**src/rtl/mem_arb_pkg.sv**
```systemverilog
// Shared definitions for the memory arbiter: channel indices, FSM states,
// default wait limit and the fixed-priority winner selection.
package mem_arb_pkg;

    localparam int NUM_CH          = 3;
    localparam int DEFAULT_TIMEOUT = 255;
    localparam int WAIT_CNT_W      = 8;

    typedef enum logic [1:0] {
        CH_REC  = 2'd0,
        CH_PLAY = 2'd1,
        CH_HOST = 2'd2
    } ch_e;

    typedef enum logic [1:0] {
        ST_IDLE  = 2'd0,
        ST_ISSUE = 2'd1,
        ST_WAIT  = 2'd2,
        ST_DONE  = 2'd3
    } state_e;

    // Lowest index wins: rec > play > host.
    function automatic ch_e pick_winner(input logic [NUM_CH-1:0] pend);
        if (pend[0])
            return CH_REC;
        else if (pend[1])
            return CH_PLAY;
        else
            return CH_HOST;
    endfunction

endpackage

```
**src/rtl/req_slot.sv**
```systemverilog
// One-deep request latch: holds a pending flag plus payload, and flags an
// overrun when a new request replaces one that was never granted.
module req_slot #(
    parameter int W = 8
) (
    input  logic         clk,
    input  logic         rst_n,
    input  logic         req,
    input  logic [W-1:0] din,
    input  logic         clr,
    output logic         pending,
    output logic [W-1:0] dout,
    output logic         overrun
);

    logic         pending_reg;
    logic         overrun_reg;
    logic [W-1:0] data_reg;

    // A request in the same cycle as the grant starts a fresh entry, so it
    // only counts as an overrun when the old entry is not being consumed.
    always_ff @(posedge clk) begin
        if (!rst_n) begin
            pending_reg <= 1'b0;
            overrun_reg <= 1'b0;
            data_reg    <= '0;
        end else begin
            if (req) begin
                data_reg    <= din;
                pending_reg <= 1'b1;
                if (pending_reg && !clr)
                    overrun_reg <= 1'b1;
            end else if (clr) begin
                pending_reg <= 1'b0;
            end
        end
    end

    assign pending = pending_reg;
    assign dout    = data_reg;
    assign overrun = overrun_reg;

endmodule

```
**src/rtl/mem_arbiter.sv**
```systemverilog
// Three-channel single-port memory arbiter (record write, playback read,
// host read) with fixed priority, a bounded wait for mem_ack and sticky status.
module mem_arbiter
    import mem_arb_pkg::*;
#(
    parameter int ADDR_W  = 24,
    parameter int DATA_W  = 16,
    parameter int TIMEOUT = DEFAULT_TIMEOUT
) (
    input  logic              clk,
    input  logic              rst_n,
    input  logic              rec_req,
    input  logic [ADDR_W-1:0] rec_addr,
    input  logic [DATA_W-1:0] rec_wdata,
    input  logic              play_req,
    input  logic [ADDR_W-1:0] play_addr,
    output logic [7:0]        play_data_upper,
    output logic [4:0]        play_data_lower,
    output logic              play_data_ready,
    input  logic              host_req,
    input  logic [ADDR_W-1:0] host_addr,
    output logic [DATA_W-1:0] host_rdata,
    output logic              host_ready,
    output logic              mem_en,
    output logic              mem_we,
    output logic [ADDR_W-1:0] mem_addr,
    output logic [DATA_W-1:0] mem_wdata,
    input  logic [DATA_W-1:0] mem_rdata,
    input  logic              mem_ack,
    output logic [2:0]        overrun,
    output logic              timeout_err
);

    localparam int PW = ADDR_W + DATA_W;
    localparam logic [WAIT_CNT_W-1:0] WAIT_LAST = WAIT_CNT_W'(TIMEOUT - 1);

    state_e                state_reg, state_next;
    ch_e                   active_ch_reg;
    ch_e                   win;
    logic [NUM_CH-1:0]     slot_req, slot_clr, slot_pend, slot_ovr;
    logic [PW-1:0]         slot_din  [NUM_CH];
    logic [PW-1:0]         slot_dout [NUM_CH];
    logic                  grant, wait_expired;
    logic [WAIT_CNT_W-1:0] wait_cnt_reg;
    logic [ADDR_W-1:0]     mem_addr_reg;
    logic [DATA_W-1:0]     mem_wdata_reg;
    logic [DATA_W-1:0]     host_rdata_reg;
    logic [7:0]            play_upper_reg;
    logic [4:0]            play_lower_reg;
    logic                  timeout_reg;

    // Every slot carries {addr, wdata}; read channels leave the data field zero.
    assign slot_req                = {host_req, play_req, rec_req};
    assign slot_din[int'(CH_REC)]  = {rec_addr, rec_wdata};
    assign slot_din[int'(CH_PLAY)] = {play_addr, {DATA_W{1'b0}}};
    assign slot_din[int'(CH_HOST)] = {host_addr, {DATA_W{1'b0}}};

    generate
        for (genvar gi = 0; gi < NUM_CH; gi++) begin : g_slot
            req_slot #(.W(PW)) u_slot (
                .clk     (clk),
                .rst_n   (rst_n),
                .req     (slot_req[gi]),
                .din     (slot_din[gi]),
                .clr     (slot_clr[gi]),
                .pending (slot_pend[gi]),
                .dout    (slot_dout[gi]),
                .overrun (slot_ovr[gi])
            );
        end
    endgenerate

    assign win          = pick_winner(slot_pend);
    assign grant        = (state_reg == ST_IDLE) && (|slot_pend);
    assign wait_expired = (wait_cnt_reg == WAIT_LAST);

    always_ff @(posedge clk) begin
        if (!rst_n)
            state_reg <= ST_IDLE;
        else
            state_reg <= state_next;
    end

    always_comb begin
        state_next = state_reg;
        case (state_reg)
            ST_IDLE:  if (|slot_pend) state_next = ST_ISSUE;
            ST_ISSUE: state_next = ST_WAIT;
            ST_WAIT: begin
                if (mem_ack)
                    state_next = ST_DONE;
                else if (wait_expired)
                    state_next = ST_IDLE;
            end
            ST_DONE:  state_next = ST_IDLE;
            default:  state_next = ST_IDLE;
        endcase
    end

    always_comb begin
        mem_en          = 1'b0;
        mem_we          = 1'b0;
        play_data_ready = 1'b0;
        host_ready      = 1'b0;
        slot_clr        = '0;
        case (state_reg)
            ST_IDLE:  if (grant) slot_clr = NUM_CH'(1) << win;
            ST_ISSUE: begin
                mem_en = 1'b1;
                mem_we = (active_ch_reg == CH_REC);
            end
            ST_DONE: begin
                play_data_ready = (active_ch_reg == CH_PLAY);
                host_ready      = (active_ch_reg == CH_HOST);
            end
            default: ;
        endcase
    end

    // Address/data are captured at grant so they stay put through ISSUE and WAIT.
    always_ff @(posedge clk) begin
        if (!rst_n) begin
            active_ch_reg  <= CH_REC;
            mem_addr_reg   <= '0;
            mem_wdata_reg  <= '0;
            wait_cnt_reg   <= '0;
            timeout_reg    <= 1'b0;
            play_upper_reg <= '0;
            play_lower_reg <= '0;
            host_rdata_reg <= '0;
        end else begin
            if (grant) begin
                active_ch_reg <= win;
                mem_addr_reg  <= slot_dout[win][PW-1:DATA_W];
                if (win == CH_REC)
                    mem_wdata_reg <= slot_dout[win][DATA_W-1:0];
                wait_cnt_reg  <= '0;
            end
            if (state_reg == ST_WAIT) begin
                if (mem_ack) begin
                    case (active_ch_reg)
                        CH_PLAY: begin
                            play_upper_reg <= mem_rdata[15:8];
                            play_lower_reg <= mem_rdata[7:3];
                        end
                        CH_HOST: host_rdata_reg <= mem_rdata;
                        default: ;
                    endcase
                end else if (wait_expired) begin
                    timeout_reg <= 1'b1;
                end
                if (wait_cnt_reg != '1)
                    wait_cnt_reg <= wait_cnt_reg + 1'b1;
            end
        end
    end

    assign mem_addr        = mem_addr_reg;
    assign mem_wdata       = mem_wdata_reg;
    assign host_rdata      = host_rdata_reg;
    assign play_data_upper = play_upper_reg;
    assign play_data_lower = play_lower_reg;
    assign overrun         = slot_ovr;
    assign timeout_err     = timeout_reg;

endmodule

```
**config.mk**
```make
export PLATFORM = sky130hd
export DESIGN_NAME = mem_arbiter
export DESIGN_NICKNAME = d
export VERILOG_FILES = /design/src/rtl/mem_arb_pkg.sv /design/src/rtl/req_slot.sv /design/src/rtl/mem_arbiter.sv
export SDC_FILE = /design/constraint.sdc
export NUM_CORES = 1
export LEC_CHECK = 0
export ABC_AREA = 1
export BUFFER_PORTS_ARGS = -buffer_cell sky130_fd_sc_hd__buf_2
export CAP_MARGIN = 20
export CORE_MARGIN = 3
export CORE_UTILIZATION = 45
export DETAILED_ROUTE_END_ITERATION = 6
export PLACE_DENSITY_LB_ADDON = 0.25
export SYNTH_ARGS = -nofsm -noshare
export SYNTH_HDL_FRONTEND = slang
export SYNTH_SLANG_ARGS = --single-unit
```
**constraint.sdc**
```tcl
create_clock -name clk -period 2.4 [get_ports clk]
set_input_delay 0.72 -clock clk [delete_from_list [all_inputs] [get_ports clk]]
set_output_delay 0.72 -clock clk [all_outputs]
set_load 0.005 [all_outputs]
```
==> reports/results.ini, run 1 <==
[die]
die_w_um = 130
die_area_um2 = 17000
std_cell_rows = 44
start_util_pct = 46.9
die_y_um = 130
core_area_um2 = 14800
io_pins = 187

[power]
p_sw_mw = 1.96
clkPwrFrac_pct = 39.4
swShare_pct = 26.8
power_frac_comb_pct = 15.4
seq_power_share_pct = 45.2
p_leak_nw = 3.98
power_density_nw_per_um2 = 859
peakVddDrop_uv = 517
p_int_mw = 5.37

[global_route]
gr-total-overflow = 0
grt_use_total_pct = 22.8
grt_pass1_wl_um = 30400
grt_start_max_net_pins = 123
antenna_found_initial = 3
first_global_vias = 6102

[clocking]
root_buffer = clkbuf_16
cts_resized = 0
cts_sinks = 176
cts_max_path_buffers = 2
cts_buffers = 17
clk_latency_ns = 0.42
ctsHtreeMaxLevel = 4
post-cts-setup-buffer-count = 0
hold_buffers = 0
clkTransAtPathRegs_ns = 0.06
cts_tree = yes

[sta]
fin_setup_tns_ns = 0
final-hold-violation-count = 0
slew_headroom_pct = 66.9
slew_viol_final = 0
finalSetupViolCount = 0
tightest_slew_ns = 0.497
fin_crit_sh_pct = 87.6
skew_ns = 0.00457
fmax_mhz = 476
rsz0062_at_grt = no
min_period_ns = 2.10

[finish]
mostFrequentLayoutCells = nor2_1 (273), buf_2 (185), dfxtp_1 (175)
final_common_cell = nor2_1
fillerInstances = 1385
largest_reg_flops = 88
final_core_util_pct = 57.7
final_nets = 1198
area_growth_pct = 22.8
drive_above_1_share_pct = 23.5

[synthesis]
ys_seq_area_share_pct = 50.7
synth_seq_cells = 176
synth_flop_cell = dfxtp_1
synth_edf_count = 0
synthCells = 923
synth_warnings = 0
avgSynthCellArea_um2 = 7.53
syn_area_um2 = 6950
syn_nets = 1035
synthArstFlopShare_pct = 0
ys_types = 34

[setup_path]
cp_data_required_time_ns = 1.68
path_max_fanout = 6
worstPathArrival_ns = 1.38
crit_path_end_kind = primary output
start_kind = flip-flop
path_class = flip-flop to primary output

[detailed_routing]
drc = 0
wirelength_um = 19200
first_iter_violations = 372
drt-pass1-iter-count = 5
vias_per_cell = 5.10
wl_met2_um = 8970
wl_met1_um = 8560
routedWlPerCell_um = 15.0
top_layer = met5
wl_met3_um = 1310
vias = 6539
antenna_left = 0

[outcome]
run_status = complete, no violations

[flow_run]
drv_cap = 0

[placement]
dp_hpwl_um = 12700
portBuffers = 186
place_congestion = 0.844

[min_path]
hold_path.class = flip-flop to flip-flop

==> stage by stage <==
| step | worst slack, ns | hold WS [ns] | power [mW] | cells | area [um^2] |
|---|---|---|---|---|---|
| 2_1_floorplan | 0.902 | 0.435 | 4.07 | 923 | 6950 |
| 3_3_place_gp | 0.592 | 0.438 | 4.50 | 1251 | 7930 |
| 3_5_place_dp | 0.583 | 0.440 | 4.51 | 1251 | 7930 |
| 4_1_cts | 0.280 | 0.450 | 7.39 | 1281 | 8530 |
| 5_1_grt | 0.184 | 0.472 | 7.66 | 1283 | 8540 |
| 6_report | 0.297 | 0.447 | 7.34 | 1283 | 8540 |
==> cell families after synthesis <==
| family | count (synthesis) | synth area share (%) |
|---|---|---|
| simple gates | 460 | 27.9 |
| compound gates | 196 | 14.7 |
| flops | 176 | 50.7 |
| buf+inv | 89 | 6.44 |
| fa+ha+maj | 2 | 0.360 |
==> worst paths after layout <==
path                        startpoint                   endpoint  slack [ns]  cells after the start
max          state_reg[1]$_SDFFE_PN0P_                 host_ready        0.30                      3
min           timeout_err$_SDFFE_PN0P_   timeout_err$_SDFFE_PN0P_        0.45                      2
max reg2reg  state_reg[1]$_SDFFE_PN0P_  mem_wdata[0]$_SDFFE_PN0P_        0.57                      6
min reg2reg   timeout_err$_SDFFE_PN0P_   timeout_err$_SDFFE_PN0P_        0.45                      2
==> worst max-delay path, cell delays in order (launching register included) <==
cell	delay [ns]
dfxtp_1	0.50
inv_1	0.12
nor3_1	0.20
buf_2	0.14
==> cell type report <==
type                       count  area [um^2]  share of cell area, %
antenna                        2         5.00                 0.0586
clock inverter                 5          129                   1.51
tap                          184          230                   2.70
timing repair buffer         202         1070                   12.5
multi-input combinational    658         2980                   34.9
clock buffer                  25          475                   5.57
sequential                   176         3520                   41.3
inverter                      31          129                   1.51
==> power by group through the flow <==
stage,clock [mW],combinational [mW],sequential (mW)
6_report,2.89,1.13,3.32
5_1_grt,3.03,1.28,3.34
4_1_cts,2.94,1.14,3.32
3_5_place_dp,0,1.13,3.37
3_3_place_gp,0,1.12,3.38
2_1_floorplan,0,0.720,3.35
==> cells in the mapped netlist, types with 5 or more instances <==
cell	instances	area share, %
a21oi_1	37	2.7
inv_1	24	1.3
nor2_1	273	15
dfxtp_1	176	51
buf_2	8	0.58
nor2_2	11	0.99
nand3_1	41	3.0
o211ai_1	8	0.86
nand2_1	117	6.3
o21ai_1	39	2.8
o21ai_0	106	7.6
clkbuf_1	31	1.7
nor2_4	5	0.81
buf_4	9	0.97
buf_6	5	0.81
==> metal layers <==
| metal | vias to the layer above | GRT usage, % |
|---|---|---|
| met5 | - | 0 |
| met4 | 2 | 6.85 |
| met3 | 27 | 6.22 |
| met2 | 237 | 36.5 |
| met1 | 2974 | 30.2 |
| li1 | 3299 | - |
(Power assumes the default switching activity.)
==> run 2, diff against run 1 <==
- clock period: 2.4 -> 2.1 ns (I/O delays scaled with it)
==> run 2 against run 1 <==
Net effect: first-iteration DRC count grew 40%; critical path depth unchanged; hold slack got worse by 0.022 ns.
==> reports/results.ini, run 2 (synthesized netlist as in run 1, its figures left out) <==
[detailed_routing]
vias = 6546  ; was 6539
routedWlPerCell_um = 14.8  ; was 15.0 um
vias_per_cell = 5.09  ; was 5.10
drc = 0  ; unchanged
first_iter_violations = 520  ; was 372
drt-pass1-iter-count = 5  ; unchanged
antenna_left = 0  ; unchanged
wirelength_um = 19000  ; was 19200 um

[placement]
dpl.cell_count = 1253  ; was 1251
portBuffers = 186  ; unchanged
place_ws_ns = 0.492  ; was 0.583 ns
post_dp_cell_area_um2 = 7950  ; was 7930 um^2
dp_hpwl_um = 12500  ; was 12700 um
place_congestion = 0.806  ; was 0.844

[sta]
fin_setup_tns_ns = 0  ; unchanged
slew_viol_final = 0  ; unchanged
final-hold-violation-count = 0  ; unchanged
fin_crit_sh_pct = 91.2
timing.hold.ws_ns = 0.426  ; was 0.447 ns
finalSetupViolCount = 0  ; unchanged
finalWorstSetupSlack_ns = 0.184  ; was 0.297 ns
slew_headroom_pct = 70.0  ; was 66.9%
tightest_slew_ns = 0.449  ; was 0.497 ns
fmax_mhz = 522
min_period_ns = 1.92
rsz0062_at_grt = no  ; unchanged
skew_ns = 0.0104  ; was 0.00457 ns

[clocking]
clkTransAtPathRegs_ns = 0.07  ; was 0.06 ns
cts_max_path_buffers = 2  ; unchanged
root_buffer = clkbuf_16  ; unchanged
hold_buffers = 0  ; unchanged
ctsHtreeMaxLevel = 4  ; unchanged
cts_buffers = 17  ; unchanged
cts_tree = yes  ; unchanged
clk_latency_ns = 0.42  ; about the same
cts_sinks = 176  ; unchanged

[setup_path]
r2r-end = wait_cnt_reg[5]$_SDFF_PN0_  ; was mem_wdata[0]$_SDFFE_PN0P_
worst_path_max_delay_cell = dfxtp_1  ; unchanged
crit_chain = inv_2 -> nor4_1 -> buf_2  ; was inv_1 -> nor3_1 -> buf_2
path_max_fanout = 7  ; was 6
crit_family = flip-flops  ; unchanged
crit_path_end_kind = primary output  ; unchanged
crit_buf_inv = 2  ; unchanged
r2r_cells = 8  ; was 6
crit_start = state_reg[0]$_SDFFE_PN0P_  ; was state_reg[1]$_SDFFE_PN0P_
cpPeakStageDelay_ns = 0.40  ; was 0.50 ns
worstPathArrival_ns = 1.29  ; was 1.38 ns
start_kind = flip-flop  ; unchanged
path_class = flip-flop to primary output  ; unchanged
cp_data_required_time_ns = 1.47  ; was 1.68 ns
timing.rr.start = wait_cnt_reg[0]$_SDFF_PN0_  ; was state_reg[1]$_SDFFE_PN0P_
rrSetupSlack_ns = 0.47  ; was 0.57 ns

[min_path]
holdPathStages = 3  ; was 2
min_from = host_addr[8]  ; was timeout_err$_SDFFE_PN0P_
hold_path.class = input pin to flip-flop  ; was flip-flop to flip-flop
hold_path_end = g_slot[2].u_slot.dout[24]$_SDFFE_PN0P_  ; was timeout_err$_SDFFE_PN0P_

[finish]
final_core_util_pct = 57.7  ; about the same
design_area_um2 = 8550  ; was 8540 um^2
largest_reg_flops = 88  ; unchanged
final_nets = 1200  ; was 1198
fillerInstances = 1397  ; was 1385
area_growth_pct = 23.0  ; was 22.8%
final_common_cell = nor2_1  ; unchanged
drive_above_1_share_pct = 24.4  ; was 23.5%
final_cells = 1285  ; was 1283
mostFrequentLayoutCells = nor2_1 (273), buf_2 (185), dfxtp_1 (174)  ; was nor2_1 (273), buf_2 (185), dfxtp_1 (175)

[die]
io_pins = 187  ; unchanged
start_util_pct = 46.9  ; unchanged
core_area_um2 = 14800  ; unchanged
die_y_um = 130  ; unchanged
die_w_um = 130  ; unchanged
std_cell_rows = 44  ; unchanged
die_area_um2 = 17000  ; unchanged

[power]
p_int_mw = 6.01  ; was 5.37 mW
power_frac_comb_pct = 15.6  ; was 15.4%
p_sw_mw = 2.32  ; was 1.96 mW
clkPwrFrac_pct = 38.9  ; was 39.4%
p_leak_nw = 4.00  ; was 3.98 nW
swShare_pct = 27.9  ; was 26.8%
seq_power_share_pct = 45.5  ; was 45.2%
p_total_mw = 8.33  ; was 7.34 mW
power_density_nw_per_um2 = 974  ; was 859 nW/um^2
peakVddDrop_uv = 547  ; was 517 uV

[outcome]
run_status = complete, no violations  ; unchanged

[global_route]
antenna_found_initial = 2  ; was 3
first_global_vias = 6185  ; was 6102
grt_start_max_net_pins = 105  ; was 123
grt_pass1_wl_um = 29900  ; was 30400 um
grt_use_total_pct = 22.4  ; was 22.8%
gr-total-overflow = 0  ; unchanged

[flow_run]
drv_cap = 0  ; unchanged

run 2: area by class of cell:
type / count / area, um^2 / share of cell area, %
Timing Repair Buffer: 204 / 1080 / 12.6
Antenna cell: 1 / 2.50 / 0.0293
Inverter: 31 / 129 / 1.51
Tap cell: 184 / 230 / 2.69
Multi-Input combinational cell: 658 / 2980 / 34.9
Clock inverter: 13 / 161 / 1.89
Clock buffer: 18 / 439 / 5.14
Sequential cell: 176 / 3530 / 41.2
run 2: worst max-delay path by stage:
stage               depth (start not counted)  slack, ns                         endpoint
floorplan                                   2       0.69                       host_ready
global placement                            6       0.52      host_rdata[10]$_SDFFE_PN0P_
detailed placement                          6       0.49  play_data_lower[0]$_SDFFE_PN0P_
CTS                                         3       0.09                       host_ready
global route                                3       0.09                           mem_we
finish                                      3       0.18                           mem_we
run 2: metal layers:
| metal | GRT usage, % | vias up | share of wire [%] |
|---|---|---|---|
| met5 | 0 | - | 0.037 |
| met4 | 6.11 | 2 | 1.2 |
| met3 | 6.39 | 23 | 7.2 |
| met2 | 35.7 | 223 | 47 |
| met1 | 29.9 | 3001 | 45 |
| li1 | - | 3297 | - |
run 2: what timing repair did:
action | in CTS | in global routing
buffers inserted | 0 | 0
resized for setup | 0 | 1
hold endpoints to repair | 0 | 0
setup endpoints to repair | 0 | 2
run 2: power by group through the flow:
| stage | clock, mW | combinational [mW] | sequential (mW) |
|---|---|---|---|
| after floorplan | 0 | 0.823 | 3.83 |
| after global placement | 0 | 1.29 | 3.86 |
| after detailed placement | 0 | 1.30 | 3.86 |
| after CTS | 3.29 | 1.31 | 3.79 |
| after global routing | 3.44 | 1.46 | 3.82 |
| final | 3.24 | 1.30 | 3.79 |
run 2: worst register-to-register path: cells and delay by family (launching register included):
family        cells  cell delay (ns)
fa+ha+maj         1             0.24
buf+inv           1             0.07
flops             1             0.38
simple gates      6             0.83
